<file path="config.mk">
export PLATFORM = sky130hd
export DESIGN_NAME = hazard_forward_ctrl
export DESIGN_NICKNAME = d
export VERILOG_FILES = /design/src/rtl/hazard_forward_ctrl.sv
export SDC_FILE = /design/constraint.sdc
export NUM_CORES = 1
export LEC_CHECK = 0
export ABC_AREA = 0
export CAP_MARGIN = 40
export CORE_ASPECT_RATIO = 1.75
export CORE_UTILIZATION = 40
export CTS_CLUSTER_SIZE = 20
export DETAILED_ROUTE_END_ITERATION = 7
export HOLD_SLACK_MARGIN = 0.05
export PLACE_DENSITY = 0.77
export SYNTH_ARGS = -nofsm -noshare
export SYNTH_HDL_FRONTEND = slang
export SYNTH_SLANG_ARGS = --single-unit
</file>
<file path="constraint.sdc">
create_clock -name Clk -period 2.1 [get_ports Clk]
set_clock_uncertainty 0.1 [all_clocks]
set_input_delay 0.42 -clock Clk [delete_from_list [all_inputs] [get_ports Clk]]
set_output_delay 0.42 -clock Clk [all_outputs]
set_load 0.01 [all_outputs]
</file>
<file path="src/rtl/hazard_forward_ctrl.sv">
`default_nettype none
// ============================================================================
// Module      : hazard_forward_ctrl
// Description : Operand forwarding select, load-use / multi-cycle scoreboard
//               stall generation and stall-cycle statistics for an in-order pipe.
// Revision    : 1.0
// ============================================================================
module hazard_forward_ctrl #(
    parameter int NUM_SRC    = 2,
    parameter int NUM_STAGES = 2,
    parameter int AW         = 5,
    parameter int MD_LAT     = 4,
    localparam int SW        = $clog2(NUM_STAGES + 1)
) (
    input  logic                     Clk,
    input  logic                     Rst,
    input  logic [NUM_SRC*AW-1:0]    id_src_addr,
    input  logic [NUM_SRC-1:0]       id_src_valid,
    input  logic [NUM_SRC*AW-1:0]    ex_src_addr,
    input  logic [NUM_SRC-1:0]       ex_src_valid,
    input  logic [NUM_STAGES*AW-1:0] stg_waddr,
    input  logic [NUM_STAGES-1:0]    stg_we,
    input  logic [AW-1:0]            ex_waddr,
    input  logic                     ex_memread,
    input  logic                     md_issue,
    input  logic [AW-1:0]            md_dest,
    output logic [NUM_SRC*SW-1:0]    fwd_sel,
    output logic                     stall,
    output logic                     md_done,
    output logic [AW-1:0]            md_wb_addr,
    output logic [15:0]              stall_count
);

    localparam logic [0:0] c_S_IDLE = 1'b0;
    localparam logic [0:0] c_S_BUSY = 1'b1;
    localparam logic [3:0] c_CNT_INIT = 4'(MD_LAT - 1);

    logic [0:0]    r_state;
    logic [3:0]    r_cnt;
    logic [AW-1:0] r_sbDest;
    logic          r_mdDone;
    logic [AW-1:0] r_mdWbAddr;
    logic [15:0]   r_stallCount;

    logic w_busy;
    logic w_loadUse;
    logic w_sbHazard;
    logic w_structHazard;
    logic w_accept;

    // Scoreboard is seen as idle while reset is held so nothing stalls on a dying op.
    assign w_busy = (r_state == c_S_BUSY) && !Rst;

    // Scan slots from farthest to nearest so the nearest producer wins.
    always_comb begin
        fwd_sel = '0;
        for (int i = 0; i < NUM_SRC; i++) begin
            for (int k = NUM_STAGES - 1; k >= 0; k--) begin
                if (ex_src_valid[i] && stg_we[k]
                    && (stg_waddr[k*AW +: AW] != '0)
                    && (stg_waddr[k*AW +: AW] == ex_src_addr[i*AW +: AW])) begin
                    fwd_sel[i*SW +: SW] = SW'(k + 1);
                end
            end
        end
    end

    always_comb begin
        w_loadUse  = 1'b0;
        w_sbHazard = 1'b0;
        for (int i = 0; i < NUM_SRC; i++) begin
            if (id_src_valid[i] && ex_memread && (ex_waddr != '0)
                && (ex_waddr == id_src_addr[i*AW +: AW])) begin
                w_loadUse = 1'b1;
            end
            if (id_src_valid[i] && w_busy && (r_sbDest != '0)
                && (r_sbDest == id_src_addr[i*AW +: AW])) begin
                w_sbHazard = 1'b1;
            end
        end
    end

    assign w_structHazard = md_issue && w_busy;
    assign stall          = w_loadUse || w_sbHazard || w_structHazard;
    assign w_accept       = md_issue && !w_busy && !w_loadUse && !w_sbHazard && !Rst;

    always_ff @(posedge Clk) begin
        if (Rst) begin
            r_state    <= c_S_IDLE;
            r_cnt      <= 4'd0;
            r_sbDest   <= '0;
            r_mdDone   <= 1'b0;
            r_mdWbAddr <= '0;
        end else begin
            r_mdDone <= 1'b0;
            case (r_state)
                c_S_IDLE: begin
                    if (w_accept) begin
                        r_state  <= c_S_BUSY;
                        r_cnt    <= c_CNT_INIT;
                        r_sbDest <= md_dest;
                    end
                end
                c_S_BUSY: begin
                    // Leaving BUSY here makes the next cycle the result-write cycle.
                    if (r_cnt == 4'd1) begin
                        r_state    <= c_S_IDLE;
                        r_cnt      <= 4'd0;
                        r_mdDone   <= 1'b1;
                        r_mdWbAddr <= r_sbDest;
                    end else begin
                        r_cnt <= r_cnt - 4'd1;
                    end
                end
                default: r_state <= c_S_IDLE;
            endcase
        end
    end

    always_ff @(posedge Clk) begin
        if (Rst) begin
            r_stallCount <= 16'd0;
        end else if (stall && (r_stallCount != 16'hFFFF)) begin
            r_stallCount <= r_stallCount + 16'd1;
        end
    end

    assign md_done     = r_mdDone;
    assign md_wb_addr  = r_mdWbAddr;
    assign stall_count = r_stallCount;

endmodule
`default_nettype wire

</file>
Word level (Yosys, flattened, before mapping)
Cells that the tools add are included. W data, S select, Z words.

Output and inout bits: 27. Register bits after elaboration: 32.

Muxes and demuxes: 15. Add/sub/neg operators: 2. Bitwise gates (word level): 1. Reduce and logical (&&, ||, !) cells: 44. Equality and inequality tests: 11.

Operators by type and width (count): $eq A5 B5 Y1 (8); $logic_and A1 B1 Y1 (31); $reduce_bool A5 Y1 (4); $add A16 B1 Y16 const B (1); $ne A16 B16 Y1 const B (1); $mux W2 (4); $mux W4 (2); $pmux W4 S2 (1); $mux W1 (7); $eq A4 B1 Y1 const B (1); $logic_not A1 Y1 (4); $reduce_and A2 Y1 (2); $sub A4 B1 Y4 const B (1); $logic_or A1 B1 Y1 (2); $ne A2 B2 Y1 const B (1); $pmux W1 S2 (1); $reduce_or A2 Y1 (1); $not A1 Y1 (1).

Longest topological paths before layout
Gate-level depths: netlist of the first run.

Depth after elaboration: 12. Mapped depth: 8.

Worst setup path after synthesis of the first run
OpenSTA, ideal clock, no wires.

Kind: input to register. Start: input ex_waddr[0]. End: register r_stallCount[3] (netlist: stall_count[3]). Data arrival time: 1.995 ns. Stages: 7. Buffers on the path: 1. Library setup time: 0.123 ns. Slack: -0.118 ns. Cell sequence: or4_1 o21a_1 a22oi_4 a21oi_2 buf_4 nand3_1 mux2_1.

Cells in the longest elaborated chain, start to end: 8. Elaborated cells on any way between the ends: 12. Classes of those cells: 2 x eq/ne; 2 x mux; 8 x reduce/logical.

RTL lines: start: declaration (RTL line 23) `input logic [AW-1:0] ex_waddr,`; $reduce_bool A5 Y1 (RTL line 72) `if (id_src_valid[i] && ex_memread && (ex_waddr != '0)`; $logic_and A1 B1 Y1 (RTL line 72); $logic_and A1 B1 Y1 (RTL line 73) `&& (ex_waddr == id_src_addr[i*AW +: AW])) begin`; $mux W1 (RTL line 72); $mux W1 (*) (RTL line 72); $logic_or A1 B1 Y1 (*) (2 in series) (RTL line 84) `assign stall = w_loadUse || w_sbHazard || w_structHazard;`; $logic_and A1 B1 Y1 (*) (RTL line 123) `end else if (stall && (r_stallCount != 16'hFFFF)) begin`; end signal: assignment (RTL line 124) `r_stallCount <= r_stallCount + 16'd1;`; end: declaration (RTL line 43) `logic [15:0] r_stallCount;`.

Every way passes the cells marked *; elsewhere a longest branch is shown, timed or not. A chain may end at the register's enable or synchronous reset.

Worst setup path after layout of the first run
Start: input ex_waddr[1]. End: output stall.

Cells in the longest elaborated chain, start to end: 7. Elaborated cells on any way between the ends: 11. Classes of those cells: 2 x eq/ne; 2 x mux; 7 x reduce/logical.

RTL lines: $reduce_bool A5 Y1 (RTL line 72); $logic_and A1 B1 Y1 (RTL line 72); $logic_and A1 B1 Y1 (RTL line 73); $mux W1 (RTL line 72); $mux W1 (*) (RTL line 72); $logic_or A1 B1 Y1 (*) (2 in series) (RTL line 84); end: declaration (RTL line 28) `output logic stall,`.

Marked as above.

==> qor.yml, run 1 <==
setup_path:
  crit_path_end_kind: "primary output"
  critPathKind: "primary input to primary output"
  crit_fanout: 2
  worstPathArrival_ns: 1.68
  critPathRequiredTime_ns: 1.58
  start_kind: "primary input"
sta:
  fin_crit_sh_pct: 105
  worst_pin_slew_ns: 0.379
  rsz0062_at_grt: "yes"
  maxSlewHeadroom_pct: 74.6
  finalSetupViolations: 8
  worst_slack_ns: -0.102
  fmax_mhz: 454
  finalMaxSlewViolations: 0
  hold_viol: 0
  hold_slack_ns: 0.410
  fin_crit_ns: 2.20
placed_design:
  place_inst: 403
  routabilityCongestion: 0.858
  io_buffers: 76
  hpwl_um: 4590
detailed_routing:
  finalWirelength_um: 6260
  ant_nets: 0
  dr.pass1.iters: 4
  routedWlPerCell_um: 15.0
  via_per_inst: 5.28
  drc: 0
  drtIter0Drc: 60
  vias: 2200
power:
  switching_share_pct: 26.2
  power_uw: 1610
  peakVddDrop_v: 0.000602
  p_leak_uw: 0.00142
  p_clk_share_pct: 36.9
  powerDensity_nw_per_um2: 477
  p_comb_share_pct: 23.2
  switchingPower_uw: 422
  p_int_uw: 1190
  power.share.sequential_pct: 39.9
synthesis:
  syn_area_um2: 2000
  ys_top_cells_by_area: "dfxtp_1 32%, xnor2_1 16%, nor2_1 6.2%"
  post-synth-top-area-cell: "dfxtp_1"
  ys_seq_area_share_pct: 32.1
  synth.most_common_cell: "xnor2_1"
  synthFlopType: "dfxtp_1"
  ys_types: 38
  syn_inst: 235
  yosys.area.top_type_share_pct: 32.1
  synth_edf_count: 0
  yosys_warnings: 0
  async_flop_share_pct: 0
  synth_common_cells: "36 x xnor2_1, 33 x nor2_1, 32 x dfxtp_1"
  synth_seq_cells: 32
  syn_avg_cell_area_um2: 8.50
  synth_nets: 288
clock_network:
  cts.sinks: 32
  clk_pin_slew_worst_paths_ns: 0.07
  cts_made_buffers: 5
  cts_root_buf: "clkbuf_8"
  htree_levels: 2
  clock_path_buffers: 2
  cts_tree: "built"
  clock_latency_ns: 0.29
  ctsHoldBuffers: 0
grt:
  grt_remaining_overflow: 0
  grt_pass1_vias: 2301
  grt_pass1_wl_um: 9640
  antenna_found_initial: 0
  grtUsageTotal_pct: 23.4
  grt_max_degree: 37
floorplan:
  initial_utilization_pct: 42.1
  die_h_um: 95.5
  num_rows: 33
  die-area_um2: 5290
  core-area_um2: 4750
  io_pins: 77
  die_w_um: 55.4
outcome:
  violations: "negative setup slack"
  status: "finished with violations"
finish:
  register_area_um2: 647
  drive_gt1_share_pct: 32.1
  fin_cells: 417
  diodes: 0
  synthToLayoutAreaGrowth_pct: 68.9
  finalNetCount: 417
  multiInputGateArea_um2: 1440
  nFillCells: 373
job:
  maxCapViolations: 0
worst_hold_path:
  hp-class: "flop to flop"
## worst max-delay path, cell delays in order
cell,delay [ns]
buf_6,0.09
or4_4,0.53
o21a_1,0.22
a22oi_4,0.19
nand2_2,0.10
buf_6,0.13
## flip-flops by register name (all words and copies together) (netlist names)
| register | count |
|---|---|
| md_done | 1 |
| stall_count | 16 |
| r_cnt | 4 |
| md_wb_addr | 5 |
| r_sbDest | 5 |
| r_state | 1 |
## cells in the final DEF, fill, tap and decap left out, drive strengths merged, types with 2 or more instances in the layout
master,count
a211oi,5
a21o,2
a21oi,6
a31oi,2
and2,2
and3,3
and4,2
buf,68
clkbuf,10
clkdlybuf4s15,5
clkdlybuf4s50,35
dfxtp,32
dlygate4sd2,14
ha,3
inv,7
mux2,7
mux2i,11
nand2,14
nand3,13
nand4,9
nor2,33
nor2b,7
nor3,9
nor4,3
o21ai,3
o22ai,2
or4,4
xnor2,36
xor2,8
## cell families after synthesis
family                     count (synthesis)  share of synthesized area, %
and+or+nand+nor                          100                          25.1
xor gates and xnor gates                  44                          19.3
DFF                                       32                          32.1
AOI/OAI and AO/OA                         25                          9.40
muxes                                     18                          9.65
buffers and inverters                     13                          2.63
adders and majority gates                  3                          1.88
## through the flow
stage | util (%) | setup TNS, ns | setup slack (ns) | cell area (um^2)
2_1_floorplan | - | -0.205 | -0.0887 | 2010
3_3_place_gp | 66.5 | -17.31 | -0.904 | 3160
3_5_place_dp | 66.5 | -18.09 | -0.919 | 3160
4_1_cts | 69.5 | -0.218 | -0.101 | 3300
5_1_grt | 71.0 | -1.22 | -0.150 | 3370
6_report | 71.0 | -0.509 | -0.102 | 3370
## timing repair
item,in CTS,in global routing
gates resized for setup,118,27
endpoints found under the setup margin,30,18
pin swaps,28,23
buffers inserted,2,4
## final timing paths
path | cells after the start | slack (ns) | startpoint | end
worst max-delay path | 6 | -0.10 | ex_waddr[1] | stall
worst min-delay path | 2 | 0.41 | md_wb_addr[3] | md_wb_addr[3]
worst max register to register | 8 | -0.02 | r_sbDest[4] | stall_count[13]
worst min register to register | 2 | 0.41 | md_wb_addr[3] | md_wb_addr[3]
## power groups by stage
stage	registers, uW	clock network (uW)	logic (uW)
global route	644	632	405
CTS	641	605	361
floorplan	654	0	153
global placement	654	0	356
finish	642	594	373
detailed placement	655	0	366
## routing by layer
| metal | part of all wire [%] | wire length, um | up-vias | GRT usage (%) |
|---|---|---|---|---|
| li1 | - | - | 1082 | - |
| met1 | 37 | 2320 | 1010 | 21.2 |
| met2 | 56 | 3490 | 90 | 47.1 |
| met3 | 4.5 | 282 | 18 | 4.88 |
| met4 | 2.7 | 172 | 0 | 12.9 |
| met5 | 0 | 0 | - | 0 |
## layout make-up
class | instances | share of cell area [%]
Timing Repair Buffer | 128 | 32.0
Multi-Input combinational cell | 190 | 42.8
Clock inverter | 3 | 1.26
Clock buffer | 5 | 2.04
Inverter | 7 | 0.779
Sequential cell | 32 | 19.2
Tap cell | 52 | 1.93
Power figures use the tool's default switching activity.
==> inputs of run 2 (changes only) <==
==> constraint.sdc (replaced) <==
create_clock -name Clk -period 2.1 [get_ports Clk]
set_clock_uncertainty 0.1 [all_clocks]
set_input_delay 0.315 -clock Clk [delete_from_list [all_inputs] [get_ports Clk]]
set_output_delay 0.315 -clock Clk [all_outputs]
set_load 0.01 [all_outputs]
==> run 2 against run 1 <==
Compared with the run above:
- the flow still finishes with violations (negative setup slack)
- largest power group unchanged
- critical path depth increased by 3
- design area up 0.26%
- clock power down 18%
- first-iteration DRC count decreased by 37%
- cell count stayed put
- critical path type is now flop to flop
- via count shrank 0.23%
==> qor.yml, run 2 (same netlist as run 1, synthesis figures left out) <==
setup_path:
  critPathKind: "flop to flop"
  crit_fanout: 5
  crit_start: "r_sbDest[1]"
  start_kind: "flop"
  critPathRequiredTime_ns: 2.18
  r2r_slack_ns: -0.05
  crit_path_end_kind: "flop"
  reg2regPathDepth: 9
  worstPathArrival_ns: 2.23
  reg2reg_from: "r_sbDest[1]"
  timing.rr.end: "stall_count[9]"
worst_hold_path:
  whs_endpoint: "md_wb_addr[4]"
  hp-class: "flop to flop"
  hold_depth: 2
  hp-start: "md_wb_addr[4]"
placed_design:
  hpwl_um: 4680
  place_inst: 406
  pre_cts_ws_ns: -0.710
  routabilityCongestion: 0.835
  io_buffers: 76
floorplan:
  initial_utilization_pct: 42.1
  die_w_um: 55.4
  die_h_um: 95.5
  core-area_um2: 4750
  num_rows: 33
  io_pins: 77
  die-area_um2: 5290
power:
  switching_share_pct: 26.7
  p_int_uw: 1100
  peakVddDrop_v: 0.000445
  power.share.sequential_pct: 42.6
  powerDensity_nw_per_um2: 446
  switchingPower_uw: 402
  p_comb_share_pct: 25.0
  p_leak_uw: 0.00142
  p_clk_share_pct: 32.5
sta:
  finalMaxSlewViolations: 0
  maxSlewHeadroom_pct: 75.7
  fmax_mhz: 464
  worst_slack_ns: -0.0540
  rsz0062_at_grt: "yes"
  hold_slack_ns: 0.400
  finalSetupViolations: 1
  tns_ns: -0.0540
  hold_viol: 0
  fin_crit_sh_pct: 103
  fin_crit_ns: 2.15
  worst_pin_slew_ns: 0.362
finish:
  diodes: 0
  multiInputGateArea_um2: 1440
  largest_register_ffs: 16
  synthToLayoutAreaGrowth_pct: 69.3
  fin_cells: 417
  mostFrequentLayoutCells: "48 x buf_4, 44 x clkdlybuf4s50_1, 33 x nor2_1"
  nFillCells: 372
  register_area_um2: 654
  drive_gt1_share_pct: 28.2
  layout_commonest_cell: "buf_4"
  finalNetCount: 417
grt:
  grtUsageTotal_pct: 23.3
  grt_remaining_overflow: 0
  antenna_found_initial: 0
  grt_max_degree: 26
  grt_pass1_wl_um: 9710
  grt_pass1_vias: 2262
clock_network:
  htree_levels: 2
  clock_path_buffers: 2
  cts_root_buf: "clkbuf_8"
  cts.sinks: 32
  cts_tree: "built"
  cts_made_buffers: 5
  clock_latency_ns: 0.28
  clk_pin_slew_worst_paths_ns: 0.07
detailed_routing:
  routedWlPerCell_um: 14.9
  via_per_inst: 5.26
  vias: 2195
  drtIter0Drc: 38
  dr.pass1.iters: 4
  finalWirelength_um: 6210
  drt-met1-wl_um: 2280
  wl_met3_um: 291
  drc: 0
  ant_nets: 0
  top_layer: "met4"
  wl_met2_um: 3450
outcome:
  status: "finished with violations"
  violations: "negative setup slack"
job:
  maxCapViolations: 0
-- run 2: changes by cell type in the layout (fill, tap and decap cells not counted), moves of 2 or more --
cell             previous run  this run
clkdlybuf4s15_1             4         2
buf_2                      11         6
dfxtp_4                     0         3
clkdlybuf4s50_1            35        44
nand3_1                     9        13
nand3_2                     4         0
dlymetal6s2s_1              1         4
clkbuf_1                    0         2
dfxtp_2                     5         2
a211oi_2                    3         1
buf_6                       9         5
-- run 2: layout make-up --
type / count / share of cell area (%)
flip-flops and latches: 32 / 19.4
clock buffers: 8 / 2.66
multi-input cells: 190 / 42.7
repair buffers: 128 / 32.6
well taps: 52 / 1.92
inverters: 7 / 0.777
-- run 2: power groups by stage --
stage          Sequential (uW)  Clock [uW]  Combinational, uW
2_1_floorplan              654           0                152
3_3_place_gp               654           0                358
3_5_place_dp               655           0                366
4_1_cts                    642         502                370
5_1_grt                    643         531                408
6_report                   641         489                376
-- run 2: per-stage QoR --
stage	util [%]	total power (uW)	area, um^2
2_1_floorplan	-	806	2000
3_3_place_gp	66.8	1010	3170
3_5_place_dp	66.8	1020	3170
4_1_cts	70.0	1510	3330
5_1_grt	71.2	1580	3380
6_report	71.2	1510	3380
-- run 2: worst max-delay path: stages (launching register included) --
cell and delay [ns]:
dfxtp_2 0.36, xnor2_1 0.13, nand4_1 0.14, o22ai_2 0.25, a22oi_4 0.13, buf_6 0.14, a21oi_4 0.16, buf_6 0.14
and4_4 0.20, mux2_4 0.29
-- run 2: what timing repair did --
item                       in CTS  in global routing
pin swaps                      18                 21
setup buffers                   2                  0
setup endpoints to repair      19                 14
hold buffers                    0                  0
gates resized for setup        75                 31
cloned                          1                  0
-- run 2: metal layers --
| layer | vias to the layer above | GRT usage (%) |
|---|---|---|
| li1 | 1079 | - |
| met1 | 1020 | 21.1 |
| met2 | 78 | 48.0 |
| met3 | 18 | 3.66 |
| met4 | 0 | 12.7 |
| met5 | - | 0 |
-- run 2: how the worst max path moves through the flow --
stage / end / slack, ns
after floorplan: stall_count[3] / 0.00005
after global placement: fwd_sel[3] / -0.69
after detailed placement: fwd_sel[3] / -0.71
after CTS: stall_count[8] / -0.008
after global routing: stall_count[9] / -0.11
final: stall_count[9] / -0.05
==> inputs of run 3 (changes only) <==
SLEW_MARGIN = 20   (was default)
==> results of run 3 <==
Same layout as run 2: the final DEF is identical, and so are final timing and power.
